`src/rtl/divide_fix_pkg.sv`:
```
// Shared types and derived sizes for the sequential fixed-point divider.
package divide_fix_pkg;

  typedef enum logic {
    IDLE = 1'b0,
    CALC = 1'b1
  } state_t;

  // Word width of the Q(h).(f) format.
  function automatic int word_w(input int h, input int f);
    return h + f;
  endfunction

  // One quotient bit per cycle over the numerator |data_i|*2^f.
  function automatic int iter_n(input int h, input int f);
    return h + 2 * f;
  endfunction

  function automatic int cnt_w(input int h, input int f);
    int n;
    n = iter_n(h, f);
    return (n > 1) ? $clog2(n) : 1;
  endfunction

  // Saturation limits for a w-bit two's-complement word, as raw bit patterns.
  function automatic logic [63:0] max_pos(input int w);
    return (64'd1 << (w - 1)) - 64'd1;
  endfunction

  function automatic logic [63:0] min_neg(input int w);
    return 64'd1 << (w - 1);
  endfunction

endpackage

```
`src/rtl/divide_fix_step.sv`:
```
// Combinational single restoring-division step.
module divide_fix_step #(
  parameter int W = 25
) (
  input  logic [W:0] rem_i,
  input  logic       num_bit_i,
  input  logic [W:0] dvs_i,
  output logic [W:0] rem_o,
  output logic       q_bit_o
);

  logic [W+1:0] sh;

  // Shift in the next numerator bit, subtract the divisor when it fits.
  always_comb begin
    sh      = {rem_i, num_bit_i};
    q_bit_o = (sh >= {1'b0, dvs_i});
    rem_o   = q_bit_o ? (sh[W:0] - dvs_i) : sh[W:0];
  end

endmodule

```
`src/rtl/divide_fix_seq.sv`:
```
// Multi-cycle signed Q(width_H).(width_W) divider, one quotient bit per clock.
module divide_fix_seq #(
  parameter int width_H = 5,
  parameter int width_W = 20
) (
  input  logic                       clk,
  input  logic                       rst,
  input  logic                       data_i_en,
  input  logic [width_H+width_W-1:0] data_i,
  input  logic [width_H+width_W-1:0] div_i,
  output logic                       busy,
  output logic                       data_o_en,
  output logic [width_H+width_W-1:0] data_o,
  output logic                       sat_o,
  output logic                       div_zero_o
);
  import divide_fix_pkg::*;

  localparam int W  = word_w(width_H, width_W);
  localparam int N  = iter_n(width_H, width_W);
  localparam int CW = cnt_w(width_H, width_W);

  localparam logic [W-1:0]  MAX_POS   = W'(max_pos(W));
  localparam logic [W-1:0]  MIN_NEG   = W'(min_neg(W));
  localparam logic [N-1:0]  MAX_POS_N = N'(max_pos(W));
  localparam logic [N-1:0]  MIN_NEG_N = N'(min_neg(W));
  localparam logic [CW-1:0] CNT_LAST  = CW'(N - 1);

  state_t        state_q, state_d;
  logic          load, step, last;
  logic [CW-1:0] cnt_q;
  logic [N-1:0]  num_q;
  logic [W:0]    dvs_q;
  logic [W:0]    rem_q, rem_nxt;
  logic [N-2:0]  quo_q;
  logic          q_bit;
  logic [N-1:0]  q_final;
  logic          neg_q, dneg_q, dz_q;
  logic [W-1:0]  abs_data, abs_div;
  logic [W-1:0]  res_val;
  logic          res_sat;

  // A W-bit unsigned magnitude is exact even for -2^(W-1).
  assign abs_data = data_i[W-1] ? ('0 - data_i) : data_i;
  assign abs_div  = div_i[W-1]  ? ('0 - div_i)  : div_i;

  assign busy    = (state_q == CALC);
  assign q_final = {quo_q, q_bit};

  divide_fix_step #(.W(W)) u_step (
    .rem_i     (rem_q),
    .num_bit_i (num_q[N-1]),
    .dvs_i     (dvs_q),
    .rem_o     (rem_nxt),
    .q_bit_o   (q_bit)
  );

  // State register.
  always_ff @(posedge clk or negedge rst) begin
    if (!rst) state_q <= IDLE;
    else      state_q <= state_d;
  end

  // Next-state and datapath control.
  always_comb begin
    state_d = state_q;
    load    = 1'b0;
    step    = 1'b0;
    last    = 1'b0;
    case (state_q)
      IDLE: begin
        if (data_i_en) begin
          load    = 1'b1;
          state_d = CALC;
        end
      end
      CALC: begin
        step = 1'b1;
        if (cnt_q == '0) begin
          last    = 1'b1;
          state_d = IDLE;
        end
      end
      default: state_d = IDLE;
    endcase
  end

  // Result forming: divide-by-zero override, then sign-dependent clamp.
  always_comb begin
    res_val = q_final[W-1:0];
    res_sat = 1'b0;
    if (dz_q) begin
      res_sat = 1'b1;
      res_val = dneg_q ? MIN_NEG : MAX_POS;
    end else if (neg_q) begin
      if (q_final > MIN_NEG_N) begin
        res_sat = 1'b1;
        res_val = MIN_NEG;
      end else begin
        res_val = '0 - q_final[W-1:0];
      end
    end else if (q_final > MAX_POS_N) begin
      res_sat = 1'b1;
      res_val = MAX_POS;
    end
  end

  // Operand latch, iteration registers and registered result.
  always_ff @(posedge clk or negedge rst) begin
    if (!rst) begin
      cnt_q      <= '0;
      num_q      <= '0;
      dvs_q      <= '0;
      rem_q      <= '0;
      quo_q      <= '0;
      neg_q      <= 1'b0;
      dneg_q     <= 1'b0;
      dz_q       <= 1'b0;
      data_o_en  <= 1'b0;
      data_o     <= '0;
      sat_o      <= 1'b0;
      div_zero_o <= 1'b0;
    end else begin
      data_o_en <= last;
      if (load) begin
        neg_q  <= data_i[W-1] ^ div_i[W-1];
        dneg_q <= data_i[W-1];
        dz_q   <= (div_i == '0);
        num_q  <= {abs_data, {width_W{1'b0}}};
        dvs_q  <= {1'b0, abs_div};
        rem_q  <= '0;
        quo_q  <= '0;
        cnt_q  <= CNT_LAST;
      end else if (step) begin
        num_q <= {num_q[N-2:0], 1'b0};
        rem_q <= rem_nxt;
        quo_q <= q_final[N-2:0];
        if (!last) cnt_q <= cnt_q - 1'b1;
      end
      if (last) begin
        data_o     <= res_val;
        sat_o      <= res_sat;
        div_zero_o <= dz_q;
      end
    end
  end

endmodule

```
`config.mk`:
```
export PLATFORM = sky130hd
export DESIGN_NAME = divide_fix_seq
export DESIGN_NICKNAME = d
export VERILOG_FILES = /design/src/rtl/divide_fix_pkg.sv /design/src/rtl/divide_fix_step.sv /design/src/rtl/divide_fix_seq.sv
export SDC_FILE = /design/constraint.sdc
export NUM_CORES = 1
export LEC_CHECK = 0
export CORE_MARGIN = 2
export CORE_UTILIZATION = 25
export CTS_CLUSTER_SIZE = 28
export DETAILED_ROUTE_END_ITERATION = 8
export GPL_ROUTABILITY_DRIVEN = 0
export PLACE_DENSITY_LB_ADDON = 0.3
export SLEW_MARGIN = 0
export SYNTH_ARGS = -nofsm -noshare
export SYNTH_HDL_FRONTEND = slang
export SYNTH_SLANG_ARGS = --single-unit
```
`constraint.sdc`:
```
create_clock -name clk -period 8.4 [get_ports clk]
set_input_delay 0.84 -clock clk [delete_from_list [all_inputs] [get_ports clk]]
set_output_delay 0.84 -clock clk [all_outputs]
set_load 0.01 [all_outputs]
```
==> metrics.md, run 1 <==
| Metric | Value |
|---|---|
| Post-CTS Setup Repair Bufs | `0` |
| H-tree Lvls | `4` |
| Synth warn | `0` |
| Largest net degree at the start of global routing | `95` |
| Critical path arrival | `5.30 ns` |
| Final #Nets | `1268` |
| Initial antenna violation count | `0` |
| Critical path launch point type | `register` |
| CTS Hold Buffers Added | `0` |
| Setup crit end kind | `register` |
| Max cap viols | `0` |
| Fin crit share | `0.5871` |
| Root Driver | `clkbuf_16` |
| Slew @ Worst Pin | `1.061 ns` |
| Placed Area | `10990 um^2` |
| Routed Antenna Nets | `0` |
| CP Class | `reg -> reg` |
| DRT Pass-1 Iters | `5` |
| Chip height | `around 200 um` |
| Row cnt | `72` |
| Io pins | `82` |
| Initial Util | `0.2525` |
| Library cells used by synthesis | `70` |
| First-iteration detailed-routing DRC count | `approximately 540` |
| Vias per cell | `4.883` |
| DR WL met2 | `about 12000 um` |
| Gr usage total | `0.1324` |
| Vias in the first global route | `~8.2k` |
| Layout cell share with drive strength beyond 1 | `0.04929` |
| Max Clk Rate | `202.8 MHz` |
| Data required, critical path | `8.77 ns` |
| TritonCTS buffer count | `17` |
| Die area | `about 40000 um^2` |
| Grt ovf | `0` |
| Vias | `8374` |
| Core area | `~38000 um^2` |
| Main area contributors after synthesis | `dfrtp_1, nand2_1, o21ai_0` |
| #FFs+latches synth | `158` |
| Post-cts gate resize count | `0` |
| ANT cells | `0` |
| Post-synth EDFFs | `0` |
| Met3 routed wirelength | `1167 um` |
| CP max-delay cell | `o211ai_1` |
| Setup violations, final | `0` |
| Slew headroom | `0.2925` |
| Post-synthesis average cell area | `8.521 um^2` |
| RSZ-0062 raised after global routing | `false` |
| Status | `complete, no violations` |
| Total negative slack | `0 ns` |
| Dpl ws | `3.577 ns` |
| Syn Nets | `1224` |
| Reg clk slew, reported paths | `~0.060 ns` |
| First-pass GRT wire length | `43810 um` |
| Leakage power | `slightly below 5 nW` |
| Cells after Synth | `around 1.1k` |
| Critical path, cell by cell | `ha_1, a21oi_1, o21ai_0, or3_1, o211ai_1, nand2b_1, inv_1, buf_4, ha_1, nand2b_1, nor4_2, a41o_1, and2_1, nand2_1, or3_1, a21oi_1, o22a_1` |
| Most common cell in the netlist | `nand2_1` |
| Clock buffer depth | `2` |
| Die W | `just over 200 um` |
| Clock Latency Late Sink | `0.44 ns` |
| Share of the synthesized area in the top cell type | `0.4070` |
| Post-synth top flop | `dfrtp_1` |
| Finished Cell Area | `about 12000 um^2` |
| Share of flip-flops with an asynchronous set or reset | `1.000` |
| Hold/Removal Path Class | `in -> async` |
| Layout filler cell count | `4117` |
| HPWL Detailed | `18000 um` |
| I/O Buffers | `81` |
| Worst path max stage delay | `0.53 ns` |
| Skew final | `0.01341 ns` |
| Netlist Area Pre-Place | `approximately 9700 um^2` |
| Commonest cells in the netlist | `nand2_1, dfrtp_1, o21ai_0, a21oi_1, clkbuf_1` |
| Crit-path max FO | `24` |
| Total clock sinks | `158` |
| Area grow syn2layout | `19.15%` |
| Final hold vios | `0` |
| Finished Core Util | `0.3009` |
| Biggest area consumer among synthesized cells | `dfrtp_1` |
| CTS tree | `yes` |
| Peak supply drop | `0.1519 mV` |
| Final Critical Period | `4.931 ns` |
| DRC viols | `0` |
| Avg WL per Cell | `between 15 and 20 um` |
| Total power | `4.553 mW` |
| Final Worst Setup Slack | `3.469 ns` |
| Final WL | `26040 um` |
| PD cells | `393.3 nW/um^2` |
| Uppermost layer routed | `met4` |
| Seq/Total Area, Yosys | `0.4070` |
| Slew Limit Fails | `0` |
| DRT met1 WL | `around 13000 um` |
## worst paths after layout
path	start	endpoint	slack [ns]	cells after the start
min in group clk	div_zero_o$_DFFE_PN0P_	div_zero_o$_DFFE_PN0P_	0.47	2
setup / recovery	rem_q[7]$_DFFE_PN0P_	data_o[8]$_DFFE_PN0P_	3.47	17
hold reg to reg	div_zero_o$_DFFE_PN0P_	div_zero_o$_DFFE_PN0P_	0.47	2
max in group asynchronous	rst	busy$_DFF_PN0_	6.29	2
setup reg to reg	rem_q[7]$_DFFE_PN0P_	data_o[8]$_DFFE_PN0P_	3.47	17
hold / removal	rst	data_o_en$_DFF_PN0_	0.47	1
## state kept, by name, indices dropped and copies added, names as in the netlist, 6 cells and up
register / cells
num_q: 25
quo_q: 44
cnt_q: 6
rem_q: 26
data_o: 25
dvs_q: 25
## final cells by class
type,instances,area (um^2),area share
clock inverter,11,121.4,0.01049
inverter,51,191.4,0.01654
multi-input combinational,866,5316,0.4593
sequential,158,3958,0.3419
clock buffer,21,460.4,0.03978
timing repair buffer,90,879.6,0.07599
tap,518,648.1,0.05599
## cell families (layout without fill, tap and decap cells)
| logic type | count (synthesis) | count (layout) | synth area share |
|---|---|---|---|
| buffers and inverters | 116 | 173 | 0.04598 |
| xor gates and xnor gates | 71 | 71 | 0.06401 |
| adders and majority gates | 31 | 31 | 0.04070 |
| and+or+nand+nor | 396 | 396 | 0.1937 |
| AOI/OAI and AO/OA | 347 | 347 | 0.2267 |
| DFF | 158 | 158 | 0.4070 |
| muxes | 21 | 21 | 0.02190 |
## critical path: cells and delay by family, from the launching register on
family          cells  cell delay, ns
simple gates        7            2.03
compound gates      6            1.43
fa+ha+maj           2            0.63
buf+inv             2            0.38
flops               1            0.40
## cells in the final DEF, fill, tap and decap left out, drive strengths merged, types with 20 or more instances in the layout
master,instances
nor3,20
dfrtp,158
xor2,50
o21ai,139
or3,20
nor2,41
ha,30
o31ai,22
a21oi,62
nand2,209
inv,58
xnor2,21
clkdlybuf4s50,80
clkbuf,21
## layer usage
layer,vias to the layer above,GRT usage
met3,28,0.02802
li1,4164,-
met2,165,0.2064
met4,0,0.03730
met1,4017,0.1847
met5,-,0
## report_power, final
part           total (mW)  internal (mW)  leakage [nW]  switching (mW)
combinational        2.30           1.06          2.71            1.24
sequential           1.47           1.13          1.93           0.344
clock               0.782          0.434         0.284           0.348
total                4.55           2.62          4.92            1.93
## per-stage QoR
step                      hold WS [ns]  instances
after floorplan                 0.4455       1140
after global placement          0.4607       1683
after detailed placement        0.4632       1683
after CTS                       0.4795       1715
after global routing            0.4953       1715
final                           0.4651       1715
No activity file was read; power rests on OpenSTA's default activity.
==> inputs of run 2 (changes only) <==
Clock period 8.4 ns to 4 ns, I/O delays scaled along.
==> metrics.md, run 2 (same netlist as run 1, synthesis figures left out) <==
| Metric | Value |
|---|---|
| Clock Latency Late Sink | `0.44 ns (about the same)` |
| CTS tree | `yes` |
| Setup violations, final | `0 (unchanged)` |
| Register area | `3958 um^2 (unchanged)` |
| Hold/Removal Path Class | `reg -> reg` |
| Crit path from | `rem_q[17]$_DFFE_PN0P_` |
| Grt ovf | `0 (unchanged)` |
| Reg2Reg Depth | `16 (-1)` |
| Fin crit share | `0.9534 (+0.3663)` |
| Peak supply drop | `0.3322 mV (+120%)` |
| WHS Path Cells | `2` |
| Commonest non-fill, non-tap cell in the layout | `nand2_1` |
| Placed cell count | `1702 (+1.1%)` |
| Skew final | `0.01160 ns (-0.001810 ns)` |
| Final #Nets | `1289 (+1.7%)` |
| Finished Core Util | `0.3084 (+0.007514)` |
| Largest net degree at the start of global routing | `84 (-12%)` |
| Final WL | `26890 um (+3.3%)` |
| Routed Antenna Nets | `0 (unchanged)` |
| First-pass GRT wire length | `44970 um (+2.6%)` |
| Final Critical Period | `3.814 ns (-1.118 ns)` |
| Reg clk slew, reported paths | `0.07 ns (about the same)` |
| Total clock sinks | `158 (unchanged)` |
| Hold path startpoint | `dvs_q[9]$_DFFE_PN0P_` |
| Vias | `8511 (+1.6%)` |
| Max Clk Rate | `262.2 MHz (+29%)` |
| Leakage power | `5.074 nW (+3.1%)` |
| Data required, critical path | `4.33 ns (-4.44 ns)` |
| Core area | `38470 um^2 (unchanged)` |
| Setup crit end kind | `register` |
| DRC viols | `0 (unchanged)` |
| Io pins | `82 (unchanged)` |
| Avg WL per Cell | `15.49 um (+2.0%)` |
| Clock buffer depth | `2 (unchanged)` |
| TritonCTS buffer count | `17 (unchanged)` |
| Chip height | `201.1 um (unchanged)` |
| H-tree Lvls | `4 (unchanged)` |
| Largest registers | `quo_q (44), rem_q (26)` |
| First-iteration detailed-routing DRC count | `638 (+18%)` |
| Cell-internal power | `5.841 mW (+120%)` |
| RSZ-0062 raised after global routing | `false` |
| Commonest cells after routing, fill and taps aside | `nand2_1, dfrtp_1, o21ai_0, clkdlybuf4s50_1, a21oi_1` |
| Sw power | `4.163 mW (+120%)` |
| CP max-delay cell | `or4_1` |
| Finished Cell Area | `11860 um^2 (+2.5%)` |
| DRT Pass-1 Iters | `4 (-1)` |
| Largest Register | `quo_q` |
| Vias per cell | `4.903 (+0.41%)` |
| Slew headroom | `0.3182 (+0.02576)` |
| Sequential Power Share | `0.308 (-0.015)` |
| Critical path launch point type | `register` |
| Slew Limit Fails | `0 (unchanged)` |
| Die W | `201.1 um (unchanged)` |
| Layout filler cell count | `4071 (-1.1%)` |
| Cell Count, Final, Fillers Out | `1736 (+1.2%)` |
| Critical path, cell by cell | `ha_4, nand4_1, or4_1, a211o_1, nand4_1, nand2b_4, inv_2, ha_1, nand2b_4, nor4_4, a41o_1, and2_1, buf_4, a31o_2, a211o_1, a22o_1` |
| Crit-path max FO | `11 (-54%)` |
| Worst reg-to-reg setup slack | `0.19 ns (-3.28 ns)` |
| Worst hold slack | `0.4791 ns (+0.01400 ns)` |
| Gr usage total | `0.1358 (+0.003390)` |
| Slew @ Worst Pin | `1.019 ns (-0.04184 ns)` |
| Switching Share | `0.4161 (-0.007382)` |
| I/O Buffers | `81 (unchanged)` |
| Max cap viols | `0 (unchanged)` |
| Combinational group share of total power | `0.514 (+0.009)` |
| Total negative slack | `0 ns (unchanged)` |
| Reg2reg start | `rem_q[17]$_DFFE_PN0P_` |
| Worst r2r dst | `data_o[23]$_DFFE_PN0P_` |
| Root Driver | `clkbuf_16` |
| ANT cells | `0 (unchanged)` |
| Worst path max stage delay | `0.50 ns (-0.03 ns)` |
| Critical path arrival | `4.14 ns (-1.16 ns)` |
| Final hold vios | `0 (unchanged)` |
| Hold endpoint | `dvs_q[9]$_DFFE_PN0P_` |
| Area grow syn2layout | `22.13%` |
| CP Class | `reg -> reg` |
| Clock share of power | `0.178 (+0.006)` |
| Initial Util | `0.2525 (unchanged)` |
| Layout cell share with drive strength beyond 1 | `0.07225 (+0.02296)` |
| Largest register FFs | `44 (unchanged)` |
| Vias in the first global route | `8466 (+3.7%)` |
| Row cnt | `72 (unchanged)` |
| Status | `complete, no violations` |
| Multi-input logic area | `5395 um^2 (+1.5%)` |
| Initial antenna violation count | `0 (unchanged)` |
| Die area | `40450 um^2 (unchanged)` |
| HPWL Detailed | `19050 um (+5.9%)` |
| PD cells | `843.2 nW/um^2 (+110%)` |
| Placed Area | `11160 um^2 (+1.6%)` |
-- run 2: power by group through the flow --
stage / Clock, mW / Sequential (mW) / Combinational [mW]
2_1_floorplan: 0 / 2.89 / 3.75
3_3_place_gp: 0 / 3.08 / 5.01
3_5_place_dp: 0 / 3.09 / 5.06
4_1_cts: 1.84 / 3.07 / 5.11
5_1_grt: 1.90 / 3.20 / 5.83
6_report: 1.78 / 3.08 / 5.14
-- run 2: how the worst max path moves through the flow --
stage	cells past startpoint	to
5_1_grt	16	data_o[23]$_DFFE_PN0P_
6_report	16	data_o[23]$_DFFE_PN0P_
3_3_place_gp	16	data_o[23]$_DFFE_PN0P_
3_5_place_dp	16	data_o[23]$_DFFE_PN0P_
4_1_cts	16	data_o[23]$_DFFE_PN0P_
2_1_floorplan	22	data_o[19]$_DFFE_PN0P_
-- run 2: final cells by class --
class,instances,area share
Clock inverter,12,0.01561
Timing Repair Buffer,111,0.08764
Multi-Input combinational cell,866,0.4548
Clock buffer,20,0.03765
Tap cell,518,0.05463
Inverter,51,0.01614
Sequential cell,158,0.3336
-- run 2: what timing repair did --
item	in CTS	in global routing
endpoints found under the hold margin	40	0
setup endpoints to repair	0	23
buffers inserted	0	1
gates resized for setup	0	10
hold buffers	1	0
-- run 2: worst max-delay path, delay by kind of cell (launching register included) --
kind	cells	cell delay (ns)
AND/OR/NAND/NOR	7	1.23
adder cells (fa/ha/maj)	2	0.57
buffers and inverters	2	0.21
AO/OA/AOI/OAI	5	1.24
flip-flops	1	0.43
-- run 2: metrics by stage --
step	worst slack (ns)	power, mW
floorplan	0.003250	6.641
CTS	0.1119	10.01
detailed placement	0.1458	8.155
global placement	0.2493	8.091
finish	0.1863	10.00
global route	0.01516	10.92
-- run 2: metal layers --
layer  vias to the layer above  share of wire  track usage
met5                         -              0            0
met1                      4103           0.49       0.1867
li1                       4217              -            -
met2                       177           0.46       0.2158
met4                         0         0.0080      0.03122
met3                        14          0.046      0.03207
==> inputs of run 3 (changes only) <==
Settings changed: SKIP_CTS_REPAIR_TIMING set to 1, SLEW_MARGIN 0 to unset.
==> metrics.md, run 3 (same netlist as run 1, synthesis figures left out) <==
| Metric | Value |
|---|---|
| Status | `complete, no violations` |
| RSZ-0062 raised after global routing | `false` |
| Final hold vios | `0 (unchanged)` |
| CP Class | `reg -> reg` |
| Setup crit end kind | `register` |
| H-tree Lvls | `4 (unchanged)` |
| Reg clk slew, reported paths | `0.07 ns (about the same)` |
| Hold/Removal Path Class | `reg -> reg` |
| Slew @ Worst Pin | `0.9969 ns (-0.02257 ns)` |
| Commonest non-fill, non-tap cell in the layout | `nand2_1` |
| Clock buffer depth | `2 (unchanged)` |
| Root Driver | `clkbuf_16` |
| Largest register FFs | `44 (unchanged)` |
| Final Critical Period | `3.815 ns (+0.001672 ns)` |
| Row cnt | `72 (unchanged)` |
| Largest Register | `quo_q` |
| First-pass GRT wire length | `44950 um (about the same)` |
| Vias per cell | `4.929 (+0.53%)` |
| Initial antenna violation count | `0 (unchanged)` |
| Crit-path max FO | `8 (-3)` |
| Max Clk Rate | `262.1 MHz (about the same)` |
| Register area | `3958 um^2 (unchanged)` |
| Clock Latency Late Sink | `0.44 ns (about the same)` |
| Vias | `8556 (+0.53%)` |
| Io pins | `82 (unchanged)` |
| Total negative slack | `0 ns (unchanged)` |
| Gr usage total | `0.1357 (about the same)` |
| Total clock sinks | `158 (unchanged)` |
| Data required, critical path | `4.32 ns (about the same)` |
| Largest registers | `quo_q (44), rem_q (26)` |
| Core area | `38470 um^2 (unchanged)` |
| Layout filler cell count | `4071 (unchanged)` |
| Area grow syn2layout | `22.13% (unchanged)` |
| Slew headroom | `0.3333 (+0.01510)` |
| Die area | `40450 um^2 (unchanged)` |
| Worst reg-to-reg setup slack | `0.18 ns (about the same)` |
| Slew Limit Fails | `0 (unchanged)` |
| First-iteration detailed-routing DRC count | `582 (-8.8%)` |
| Multi-input logic area | `5395 um^2 (unchanged)` |
| Peak supply drop | `0.3351 mV (+0.86%)` |
| Routed Antenna Nets | `0 (unchanged)` |
| Avg WL per Cell | `15.51 um (+0.12%)` |
| Grt ovf | `0 (unchanged)` |
| CTS tree | `yes` |
| TritonCTS buffer count | `17 (unchanged)` |
| Leakage power | `5.074 nW (unchanged)` |
| Initial Util | `0.2525 (unchanged)` |
| Final #Nets | `1289 (unchanged)` |
| Die W | `201.1 um (unchanged)` |
| HPWL Detailed | `19050 um (unchanged)` |
| DRT Pass-1 Iters | `6 (+2)` |
| Largest net degree at the start of global routing | `84 (unchanged)` |
| Chip height | `201.1 um (unchanged)` |
| Layout cell share with drive strength beyond 1 | `0.07225 (unchanged)` |
| Final WL | `26920 um (+0.12%)` |
| Setup violations, final | `0 (unchanged)` |
| Critical path launch point type | `register` |
| Placed Area | `11160 um^2 (unchanged)` |
| ANT cells | `0 (unchanged)` |
| Critical path arrival | `4.14 ns (about the same)` |
| Max cap viols | `0 (unchanged)` |
| I/O Buffers | `81 (unchanged)` |
| DRC viols | `0 (unchanged)` |
| Skew final | `0.01492 ns (+0.003324 ns)` |
| Fin crit share | `0.9538 (about the same)` |
| PD cells | `844.8 nW/um^2 (+0.18%)` |
| Vias in the first global route | `8463 (-0.035%)` |
| Commonest cells after routing, fill and taps aside | `nand2_1, dfrtp_1, o21ai_0, clkdlybuf4s50_1, a21oi_1` |
| Finished Cell Area | `11860 um^2 (unchanged)` |
run 3: cell counts in the layout (fill, tap and decap cells not counted):
No cell type changed its count.
run 3: per-stage QoR:
stage	worst slack [ns]	hold WS [ns]	cells	util	power [mW]
2_1_floorplan	0.003250	0.1044	1140	-	6.641
3_3_place_gp	0.2493	0.4384	1702	0.2902	8.091
3_5_place_dp	0.1458	0.4396	1702	0.2902	8.155
4_1_cts	0.1119	-0.05143	1734	0.3067	10.01
5_1_grt	0.01516	0.5085	1736	0.3084	10.92
6_report	0.1847	0.4793	1736	0.3084	10.02
run 3: worst paths after layout:
kind                            cells past startpoint                   from                endpoint
max in group asynchronous                           3                    rst          busy$_DFF_PN0_
worst max register to register                     16  rem_q[19]$_DFFE_PN0P_  data_o[23]$_DFFE_PN0P_
worst min register to register                      2   dvs_q[9]$_DFFE_PN0P_    dvs_q[9]$_DFFE_PN0P_
worst min-delay path                                2   dvs_q[9]$_DFFE_PN0P_    dvs_q[9]$_DFFE_PN0P_
min in group asynchronous                           2                    rst   data_o[4]$_DFFE_PN0P_
worst max-delay path                               16  rem_q[19]$_DFFE_PN0P_  data_o[23]$_DFFE_PN0P_
run 3: layer usage:
| metal | global-route usage | routed length [um] | part of all wire |
|---|---|---|---|
| met5 | 0 | 0 | 0 |
| met4 | 0.03122 | 310 | 0.012 |
| met3 | 0.03207 | 1188 | 0.044 |
| met2 | 0.2158 | 12230 | 0.45 |
| met1 | 0.1866 | 13200 | 0.49 |
run 3: critical path, cell delays in order (launching register included):
cell and delay, ns:
dfrtp_1 0.40, ha_1 0.38, nand4_1 0.14, or4_1 0.50, a211o_1 0.28, nand4_1 0.10
nand2b_4 0.15, inv_2 0.04, ha_1 0.22, nand2b_4 0.11, nor4_4 0.04, a41o_1 0.26
and2_1 0.20, buf_4 0.17, a31o_2 0.23, a211o_1 0.28, a22o_1 0.19
run 3: layout make-up:
cell class | instances | area share
well taps | 518 | 0.05463
flip-flops and latches | 158 | 0.3336
inverters | 51 | 0.01614
multi-input cells | 866 | 0.4548
clock buffers | 20 | 0.03765
clock inverters | 12 | 0.01561
repair buffers | 111 | 0.08764
run 3: power breakdown:
part	total, mW	internal, mW	switching (mW)
logic	5.16	2.41	2.75
registers	3.08	2.37	0.712
clock network	1.78	1.07	0.713
total	10.0	5.84	4.18
